$ cat src/rtl/button_conditioner.sv
// button_conditioner
// Synchronises and debounces active-low push-buttons. Produces clean,
// single-cycle press / release / long-press strobes and captures the
// code-switch bus on every accepted press, so code_q and code_valid
// appear in the same cycle as the press strobe.
module button_conditioner #(
    parameter int N_BTN           = 2,
    parameter int DEBOUNCE_CYCLES = 1000,
    parameter int LONG_CYCLES     = 50000,
    parameter int CODE_W          = 7
) (
    input  logic              clk,
    input  logic              rst_n,
    input  logic [N_BTN-1:0]  btn_raw,
    input  logic [CODE_W-1:0] code_raw,
    output logic [N_BTN-1:0]  btn_level,
    output logic [N_BTN-1:0]  press_pulse,
    output logic [N_BTN-1:0]  release_pulse,
    output logic [N_BTN-1:0]  long_pulse,
    output logic [CODE_W-1:0] code_q,
    output logic              code_valid
);

    // Debounce counter only has to reach DEBOUNCE_CYCLES-1; hold counter
    // has to reach LONG_CYCLES itself, hence the +1.
    localparam int DW = (DEBOUNCE_CYCLES > 1) ? $clog2(DEBOUNCE_CYCLES) : 1;
    localparam int HW = (LONG_CYCLES > 0) ? $clog2(LONG_CYCLES + 1) : 1;

    localparam logic [DW-1:0] DCNT_LAST  = DW'(DEBOUNCE_CYCLES - 1);
    localparam logic [HW-1:0] HCNT_LIMIT = HW'(LONG_CYCLES);
    localparam logic [HW-1:0] HCNT_FIRE  = HW'(LONG_CYCLES - 1);

    // ------------------------------------------------------------------
    // Two-flop synchronisers. Buttons idle high (released), code idles 0.
    // ------------------------------------------------------------------
    logic [N_BTN-1:0]  btn_sync1_reg;
    logic [N_BTN-1:0]  btn_sync2_reg;
    logic [CODE_W-1:0] code_sync1_reg;
    logic [CODE_W-1:0] code_sync2_reg;

    // Bring the asynchronous pads into the clk domain.
    always_ff @(posedge clk) begin
        if (!rst_n) begin
            btn_sync1_reg  <= '1;
            btn_sync2_reg  <= '1;
            code_sync1_reg <= '0;
            code_sync2_reg <= '0;
        end else begin
            btn_sync1_reg  <= btn_raw;
            btn_sync2_reg  <= btn_sync1_reg;
            code_sync1_reg <= code_raw;
            code_sync2_reg <= code_sync1_reg;
        end
    end

    // Per-channel press decisions, gathered for the shared code capture.
    logic [N_BTN-1:0] press_next_vec;

    // ------------------------------------------------------------------
    // Per-channel debounce, edge strobes and long-press detection.
    // ------------------------------------------------------------------
    genvar gi;
    generate
        for (gi = 0; gi < N_BTN; gi++) begin : g_chan
            logic          stable_reg;
            logic          stable_next;
            logic [DW-1:0] dcnt_reg;
            logic [DW-1:0] dcnt_next;
            logic          flip;
            logic          press_reg;
            logic          press_next;
            logic          release_reg;
            logic          release_next;
            logic [HW-1:0] hcnt_reg;
            logic [HW-1:0] hcnt_next;
            logic          long_reg;
            logic          long_next;
            logic          level;

            // Raw polarity is active-low; the debounced level is active-high.
            assign level = ~stable_reg;

            // Accept a new level only after DEBOUNCE_CYCLES consecutive
            // mismatching samples; any agreeing sample restarts the count.
            always_comb begin
                stable_next = stable_reg;
                dcnt_next   = dcnt_reg;
                flip        = 1'b0;
                if (btn_sync2_reg[gi] == stable_reg) begin
                    dcnt_next = '0;
                end else if (dcnt_reg == DCNT_LAST) begin
                    stable_next = btn_sync2_reg[gi];
                    dcnt_next   = '0;
                    flip        = 1'b1;
                end else begin
                    dcnt_next = dcnt_reg + DW'(1);
                end
            end

            // A flip to 0 (raw) is a press, a flip to 1 is a release; the two
            // are mutually exclusive by construction.
            always_comb begin
                press_next   = flip & ~stable_next;
                release_next = flip &  stable_next;
            end

            // Hold counter runs while the debounced level is high, saturates
            // at LONG_CYCLES and fires the long strobe only on the way up.
            always_comb begin
                hcnt_next = hcnt_reg;
                long_next = 1'b0;
                if (!level) begin
                    hcnt_next = '0;
                end else if (hcnt_reg != HCNT_LIMIT) begin
                    hcnt_next = hcnt_reg + HW'(1);
                    if (hcnt_reg == HCNT_FIRE) begin
                        long_next = 1'b1;
                    end
                end
            end

            // Channel state and registered strobes.
            always_ff @(posedge clk) begin
                if (!rst_n) begin
                    stable_reg  <= 1'b1;
                    dcnt_reg    <= '0;
                    press_reg   <= 1'b0;
                    release_reg <= 1'b0;
                    hcnt_reg    <= '0;
                    long_reg    <= 1'b0;
                end else begin
                    stable_reg  <= stable_next;
                    dcnt_reg    <= dcnt_next;
                    press_reg   <= press_next;
                    release_reg <= release_next;
                    hcnt_reg    <= hcnt_next;
                    long_reg    <= long_next;
                end
            end

            assign press_next_vec[gi] = press_next;
            assign btn_level[gi]      = level;
            assign press_pulse[gi]    = press_reg;
            assign release_pulse[gi]  = release_reg;
            assign long_pulse[gi]     = long_reg;
        end
    endgenerate

    // ------------------------------------------------------------------
    // Code capture: one capture and one valid strobe per press event, even
    // when several channels are accepted on the same edge.
    // ------------------------------------------------------------------
    logic              any_press;
    logic [CODE_W-1:0] code_q_reg;
    logic              code_valid_reg;

    assign any_press = |press_next_vec;

    // Latch the synchronised code alongside the press strobe load.
    always_ff @(posedge clk) begin
        if (!rst_n) begin
            code_q_reg     <= '0;
            code_valid_reg <= 1'b0;
        end else begin
            code_valid_reg <= any_press;
            if (any_press) begin
                code_q_reg <= code_sync2_reg;
            end
        end
    end

    assign code_q     = code_q_reg;
    assign code_valid = code_valid_reg;

endmodule
$ cat config.mk
export PLATFORM = sky130hd
export DESIGN_NAME = button_conditioner
export DESIGN_NICKNAME = d
export VERILOG_FILES = /design/src/rtl/button_conditioner.sv
export SDC_FILE = /design/constraint.sdc
export NUM_CORES = 1
export LEC_CHECK = 0
export CAP_MARGIN = 20
export CORE_MARGIN = 2
export CORE_UTILIZATION = 35
export CTS_CLUSTER_SIZE = 12
export DETAILED_ROUTE_END_ITERATION = 8
export GPL_ROUTABILITY_DRIVEN = 0
export PLACE_DENSITY = 0.56
export SLEW_MARGIN = 20
export SYNTH_ARGS = -nofsm -noshare
export SYNTH_HDL_FRONTEND = slang
export SYNTH_SLANG_ARGS = --single-unit
$ cat constraint.sdc
create_clock -name clk -period 2.5 [get_ports clk]
set_clock_uncertainty 0.05 [all_clocks]
set_input_delay 0.5 -clock clk [delete_from_list [all_inputs] [get_ports clk]]
set_output_delay 0.5 -clock clk [all_outputs]
set_load 0.005 [all_outputs]
Word level (Yosys, flattened, before mapping):

Cells that the tools add are included.

* bitwise operators: 11
* mux-type cells: 10
* reduce and logical (&&, ||, !) cells: 7
* equality and inequality tests: 8
* $add $sub $neg: 4

Operators by type and width (count)
* adder 16 x 1 -> 16 bit (second input constant): 2
* == test 16 bit (second input constant): 2
* != test 16 bit (second input constant): 2
* adder 10 x 1 -> 10 bit (second input constant): 2
* == test 10 bit (second input constant): 2
* OR reduction 3 bit: 4
* two-way mux 1 bit: 10
* inverter 1 bit: 7
* OR reduction 2 bit: 3
* AND 1 bit: 4
* == test 1 bit: 2

* input port bits: 11
* word-level logic and storage cells: 58
* output and inout port bits: 16
* register bits after elaboration: 86

Depth between registers and ports, before layout:

Gate-level depths: netlist of run 1.

* depth after elaboration: 6
* gate-level depth with buffers: 6
* mapped depth without buffers: 6

Worst setup path after synthesis of run 1:

No wires, ideal clock.

* kind: register -> register
* start point: reg g_chan[1].dcnt_reg[0]
* end point: reg g_chan[1].dcnt_reg[2]
* buffers on the path: 1
* required time: 2386 ps
* library setup time: 64 ps
* data arrival time: 1542 ps
* period minus slack after synthesis: 1656 ps
* stages on the path, launching flop included: 7
* path slack: 844 ps
* cell sequence: dfxtp_1 > ha_1 > and4bb_2 > and3_4 > or3_1 > buf_2 > nor2_1

* longest elaborated chain between the ends: 2
* elaborated cells between the ends (all ways): 3
* classes of those cells: 1 x add/sub; 1 x eq/ne; 1 x reduce/logical

Ends and longest elaborated chain
* start, declared: RTL line 67 `logic [DW-1:0] dcnt_reg;`
* start signal, assigned: RTL line 133 `dcnt_reg <= dcnt_next;`
* parallel branches: the longest is 2 deep, another holds adder 10 x 1 -> 10 bit

Several ways; the timed one is not identified.
A chain may end at the register's enable or synchronous reset.

Worst setup path in the final report of run 1:

* start point: reg g_chan[1].stable_reg
* end point: out btn_level[1]

* longest elaborated chain between the ends: 1

Ends and longest elaborated chain
* start, declared: RTL line 65 `logic stable_reg;`
* start signal, assigned: RTL line 132 `stable_reg <= stable_next;`
* inverter 1 bit: RTL line 81 `assign level = ~stable_reg;`
* end, declared: RTL line 16 `output logic [N_BTN-1:0] btn_level,`

Every way passes these cells.

==> reports/results.ini, run 1 <==
[clock_network]
htree_levels=3
clkTransAtPathRegs_ps=100
post_cts_buffers=0
cts.sink_count=86
clock_path_buffers=2
cts_tree=built
ctsResizeCount=0
cts_hold_buf=0
root_buffer=clkbuf_8
clock_latency_ps=340
cts_buffers=9

[logic_synthesis]
synth_mux_area_frac=0.002846
syn_inst=379
yosysSeqAreaShare=0.4895
yosysWarningCount=0
synth_area_mm2=0.003517
syn-num-nets=396
synthAdderAreaFrac=0.02134
synth_xor_area_frac=0.09463
avgSynthCellArea_um2=9.280
synth_top_family_by_area=simple AND/OR/NAND/NOR gates
synth_compound_area_frac=0.05443
synth-simple-area-share=0.2949
synth-edff-count=0
synth_area_leader_cell=dfxtp_1
ys_async_sr_fraction=0
ys_seq_elements=86
synth_flop_cell=dfxtp_1
synth.top_cell.area_share=0.4895
ys_types=41
synthTopCellsByArea=dfxtp_1 49%, xnor2_1 4.7%, xor2_1 4.7%

[run_status]
status=completed

[drt]
vias=2569
drc=0
drt_wl_total_um=6306
drtAntennaViolNets=0
initialDrtViolationCount=86
drt-pass1-iter-count=4
vias_per_cell=4.740
wire_per_inst_um=11.63

[critical_path]
crit_start=g_chan[1].stable_reg$_SDFF_PN1_
worstSetupStartpointType=flop
crit_required_ps=1950
regToRegStartpoint=g_chan[1].dcnt_reg[0]$_SDFF_PP0_
cp.arrival_ps=1320
critical_path_class=flop to output pin
endpoint_kind=output pin
crit_fanout=4

[final_layout]
antenna_cells=0
nets=421
mostFrequentLayoutCell=dfxtp_1
multi_input_area_mm2=0.001647
largest_reg_flops=32
regArea_mm2=0.001722
area_delta_synth_final_pct=15.30
fin_area_mm2=0.004055
fillers=969
drive_above_1_share=0.06601
mostFrequentLayoutCells=86 x dfxtp_1, 44 x nor2_1, 26 x nand3_1, 26 x clkdlybuf4s50_1

[sta]
rsz0062_at_grt=no
min_period_ps=1868
report.final.slew_viol_count=0
worstMarginPinSlew_ps=480.1
clock.fmax_mhz=535.3
setup_violations=0
hold_violations=0
slew_headroom=0.6754
tns_ps=0
finalCritPeriodShare=0.7472

[hold_path]
hp-start=btn_sync1_reg[0]$_SDFF_PN1_
hp-class=flop to flop

[pwr]
cellLeakagePower_nw=1.325
p_per_area_mw_per_mm2=565.8
ir_worst_vdd_uv=280.6
fin_total_pwr_w=0.002295

[floorplanning]
fp.dieW_um=104.2
io_pins=27
num_rows=36
die_h_um=104.2
start_util=0.3598
core_area_mm2=0.009774
dieArea_mm2=0.01087

[grt]
grt_pass1_wl_um=11120
overflow=0
gr-usage-all-layers=0.1235
grt_max_degree=18
antenna_found_initial=0
grt_pass1_vias=2488

[placement]
placed_cell_area_mm2=0.003881
io_buffers=26
hpwl_um=4538

[run]
drv_cap=0

## final cells by class
type	count	share of cell area
clock inverters	6	0.01142
clock buffers	10	0.03147
inverters	15	0.01388
well taps	133	0.04104
flip-flops and latches	86	0.4246
multi-input cells	262	0.4060
repair buffers	30	0.07158
## cells in the mapped netlist (3+ instances only)
cell	instances
a21oi_1	17
and2_1	16
and3_1	5
and4_1	5
buf_4	8
clkbuf_1	6
dfxtp_1	86
ha_1	6
inv_1	15
nand2_1	17
nand2b_1	6
nand3_1	26
nand4_1	16
nor2_1	44
nor3_1	9
nor4_1	7
o21ai_0	12
o31ai_1	3
or3_1	6
or4_1	3
xnor2_1	19
xor2_1	19
## routing by layer
layer | wire (um) | vias to the layer above | global-route usage
met2 | 3011 | 18 | 0.2082
met4 | 47 | 0 | 0.04923
met1 | 3111 | 1187 | 0.1553
met5 | 0 | - | 0
met3 | 135 | 4 | 0.02381
li1 | - | 1360 | -
## per-stage QoR
| stage | utilization | instances | hold slack [ps] | setup WS, ps |
|---|---|---|---|---|
| 4_1_cts | 0.4149 | 542 | 365.0 | 598.2 |
| 3_3_place_gp | 0.3971 | 526 | 354.2 | 466.3 |
| 6_report | 0.4149 | 542 | 362.5 | 632.0 |
| 2_1_floorplan | - | 379 | 336.3 | 843.9 |
| 3_5_place_dp | 0.3971 | 526 | 341.4 | 422.8 |
| 5_1_grt | 0.4149 | 542 | 395.2 | 538.1 |
## report_power, final
part | leakage, nW | switching (W) | internal [W]
Clock | 0.0829 | 0.000498 | 0.000367
Sequential | 0.697 | 0.00000478 | 0.00138
Combinational | 0.546 | 0.0000179 | 0.0000243
Total | 1.33 | 0.000521 | 0.00177
## logic make-up after synthesis
group / count (synthesis)
flops: 86
simple gates: 182
buf+inv: 31
mux: 1
xor+xnor: 38
fa+ha+maj: 6
compound gates: 35
## worst max-delay path, cell delays in order, from the launching register on
cell,delay [ps]
dfxtp_1,350
inv_1,120
clkdlybuf4s50_1,510
## path summary, 6_finish.rpt
check | slack (ps) | endpoint | cells after the start
worst max register to register | 670 | g_chan[1].dcnt_reg[4]$_SDFF_PP0_ | 5
worst min register to register | 360 | btn_sync2_reg[0]$_SDFF_PN1_ | 1
worst max-delay path | 630 | btn_level[1] | 2
worst min-delay path | 360 | btn_sync2_reg[0]$_SDFF_PN1_ | 1
Power figures use the tool's default switching activity.
==> inputs of run 2 (changes only) <==
--- a/config.mk
+++ b/config.mk
@@ -11,7 +11,7 @@
 export CTS_CLUSTER_SIZE = 12
 export DETAILED_ROUTE_END_ITERATION = 8
 export GPL_ROUTABILITY_DRIVEN = 0
-export PLACE_DENSITY = 0.56
+export PLACE_DENSITY = 0.58
 export SLEW_MARGIN = 20
 export SYNTH_ARGS = -nofsm -noshare
 export SYNTH_HDL_FRONTEND = slang
==> constraint.sdc (replaced) <==
create_clock -name clk -period 1.7 [get_ports clk]
set_clock_uncertainty 0.05 [all_clocks]
set_input_delay 0.34 -clock clk [delete_from_list [all_inputs] [get_ports clk]]
set_output_delay 0.34 -clock clk [all_outputs]
set_load 0.005 [all_outputs]
==> reports/results.ini, run 2 (synthesis gave the netlist of run 1 again) <==
[critical_path]
r2r_end=g_chan[1].dcnt_reg[6]$_SDFF_PP0_
reg2reg_slack_ps=80
crit_required_ps=1940
worstSetupStartpointType=flop
critical_path_class=flop to flop
critical_path.endpoint=g_chan[1].dcnt_reg[6]$_SDFF_PP0_
cp.arrival_ps=1860
reg2regPathDepth=5
regToRegStartpoint=g_chan[1].dcnt_reg[0]$_SDFF_PP0_
crit_fanout=10
crit_start=g_chan[1].dcnt_reg[0]$_SDFF_PP0_
endpoint_kind=flop

[pwr]
cellLeakagePower_nw=1.534
ir_worst_vdd_uv=310.5
fin_total_pwr_w=0.003703
p_per_area_mw_per_mm2=850.1

[floorplanning]
num_rows=36
dieArea_mm2=0.01087
io_pins=27
core_area_mm2=0.009774
fp.dieW_um=104.2
die_h_um=104.2
start_util=0.3598

[final_layout]
largest_reg_flops=32
fillers=969
mostFrequentLayoutCell=dfxtp_1
drive_above_1_share=0.1533
nets=449
multi_input_area_mm2=0.001674
antenna_cells=0
regArea_mm2=0.001732
area_delta_synth_final_pct=23.87
stdcell_count=570
mostFrequentLayoutCells=82 x dfxtp_1, 44 x nor2_1, 32 x buf_4

[sta]
worstMarginPinSlew_ps=441.0
report.final.slew_viol_count=0
whs_ps=368.5
hold_violations=0
min_period_ps=1617
slew_headroom=0.7019
setup_violations=0
clock.fmax_mhz=618.6
finalCritPeriodShare=0.9509
tns_ps=0

[drt]
vias_per_cell=4.791
initialDrtViolationCount=78
drtAntennaViolNets=0
drt_wl_total_um=6885
vias=2731
wire_per_inst_um=12.08
drt-pass1-iter-count=4
drc=0

[clock_network]
post_cts_buffers=0
clkTransAtPathRegs_ps=80
clock_latency_ps=360
htree_levels=3
cts_tree=built
root_buffer=clkbuf_8
cts.sink_count=86
cts_hold_buf=0
cts_buffers=9
clock_path_buffers=2

[grt]
overflow=0
gr-usage-all-layers=0.1331
grt_pass1_wl_um=11770
grt_max_degree=22
antenna_found_initial=0
grt_pass1_vias=2559

[placement]
io_buffers=26
hpwl_um=4890
dp_cells=554

[run]
drv_cap=0

[hold_path]
hp-class=flop to flop

[run_status]
status=completed

==> run 2: cell types whose count changed in the layout (fill, tap and decap cells not counted), sizes merged <==
cell and delta:
buf +28, bufinv +2, clkdlybuf4s50 -2, clkinv -2, dlymetal6s2s +2, clkbuf +1
clkinvlp -1
==> run 2: metrics by stage <==
stage,worst slack [ps],utilization,cell area [um^2]
after floorplan,43.85,-,3517
final,83.41,0.4457,4357
after global placement,-117.8,0.4186,4091
after detailed placement,-149.4,0.4186,4091
after CTS,5.615,0.4423,4323
after global routing,-9.315,0.4457,4357
==> run 2: power breakdown <==
| part | internal [W] | switching [W] |
|---|---|---|
| Sequential | 0.00203 | 0.00000653 |
| Clock | 0.000871 | 0.000729 |
| Combinational | 0.0000395 | 0.0000272 |
==> run 2: critical path: stages, from the launching register on <==
cell	delay, ps
dfxtp_1	330
ha_1	200
and4bb_2	230
and3_4	180
or3_4	430
nor2_1	130
==> run 2: area by class of cell <==
class	instances	area share
inverters	15	0.01292
multi-input cells	262	0.3843
clock buffers	11	0.03245
repair buffers	58	0.1160
flip-flops and latches	86	0.3975
clock inverters	5	0.01867
well taps	133	0.03820
==> run 2: timing repair <==
| item | in CTS | in global routing |
|---|---|---|
| cloned | 0 | 0 |
| hold endpoints to repair | 0 | 0 |
| setup endpoints to repair | 12 | 8 |
| gates resized for setup | 6 | 11 |
==> run 2: worst min path at each step <==
stage | from | endpoint | slack, ps | cells past startpoint
finish | btn_sync1_reg[1]$_SDFF_PN1_ | btn_sync2_reg[1]$_SDFF_PN1_ | 370 | 1
global route | code_sync1_reg[3]$_SDFF_PN0_ | code_sync2_reg[3]$_SDFF_PN0_ | 400 | 1
CTS | btn_sync1_reg[1]$_SDFF_PN1_ | btn_sync2_reg[1]$_SDFF_PN1_ | 370 | 1
detailed placement | btn_sync1_reg[0]$_SDFF_PN1_ | btn_sync2_reg[0]$_SDFF_PN1_ | 350 | 1
global placement | btn_sync1_reg[0]$_SDFF_PN1_ | btn_sync2_reg[0]$_SDFF_PN1_ | 340 | 1
floorplan | btn_sync1_reg[0]$_SDFF_PN1_ | btn_sync2_reg[0]$_SDFF_PN1_ | 340 | 1
==> run 2: routing by layer <==
layer | global-route usage | share of wire | up-vias
met5 | 0 | 0 | -
li1 | - | - | 1419
met4 | 0.06950 | 0.017 | 0
met3 | 0.02506 | 0.020 | 7
met1 | 0.1645 | 0.49 | 1280
met2 | 0.2204 | 0.47 | 25
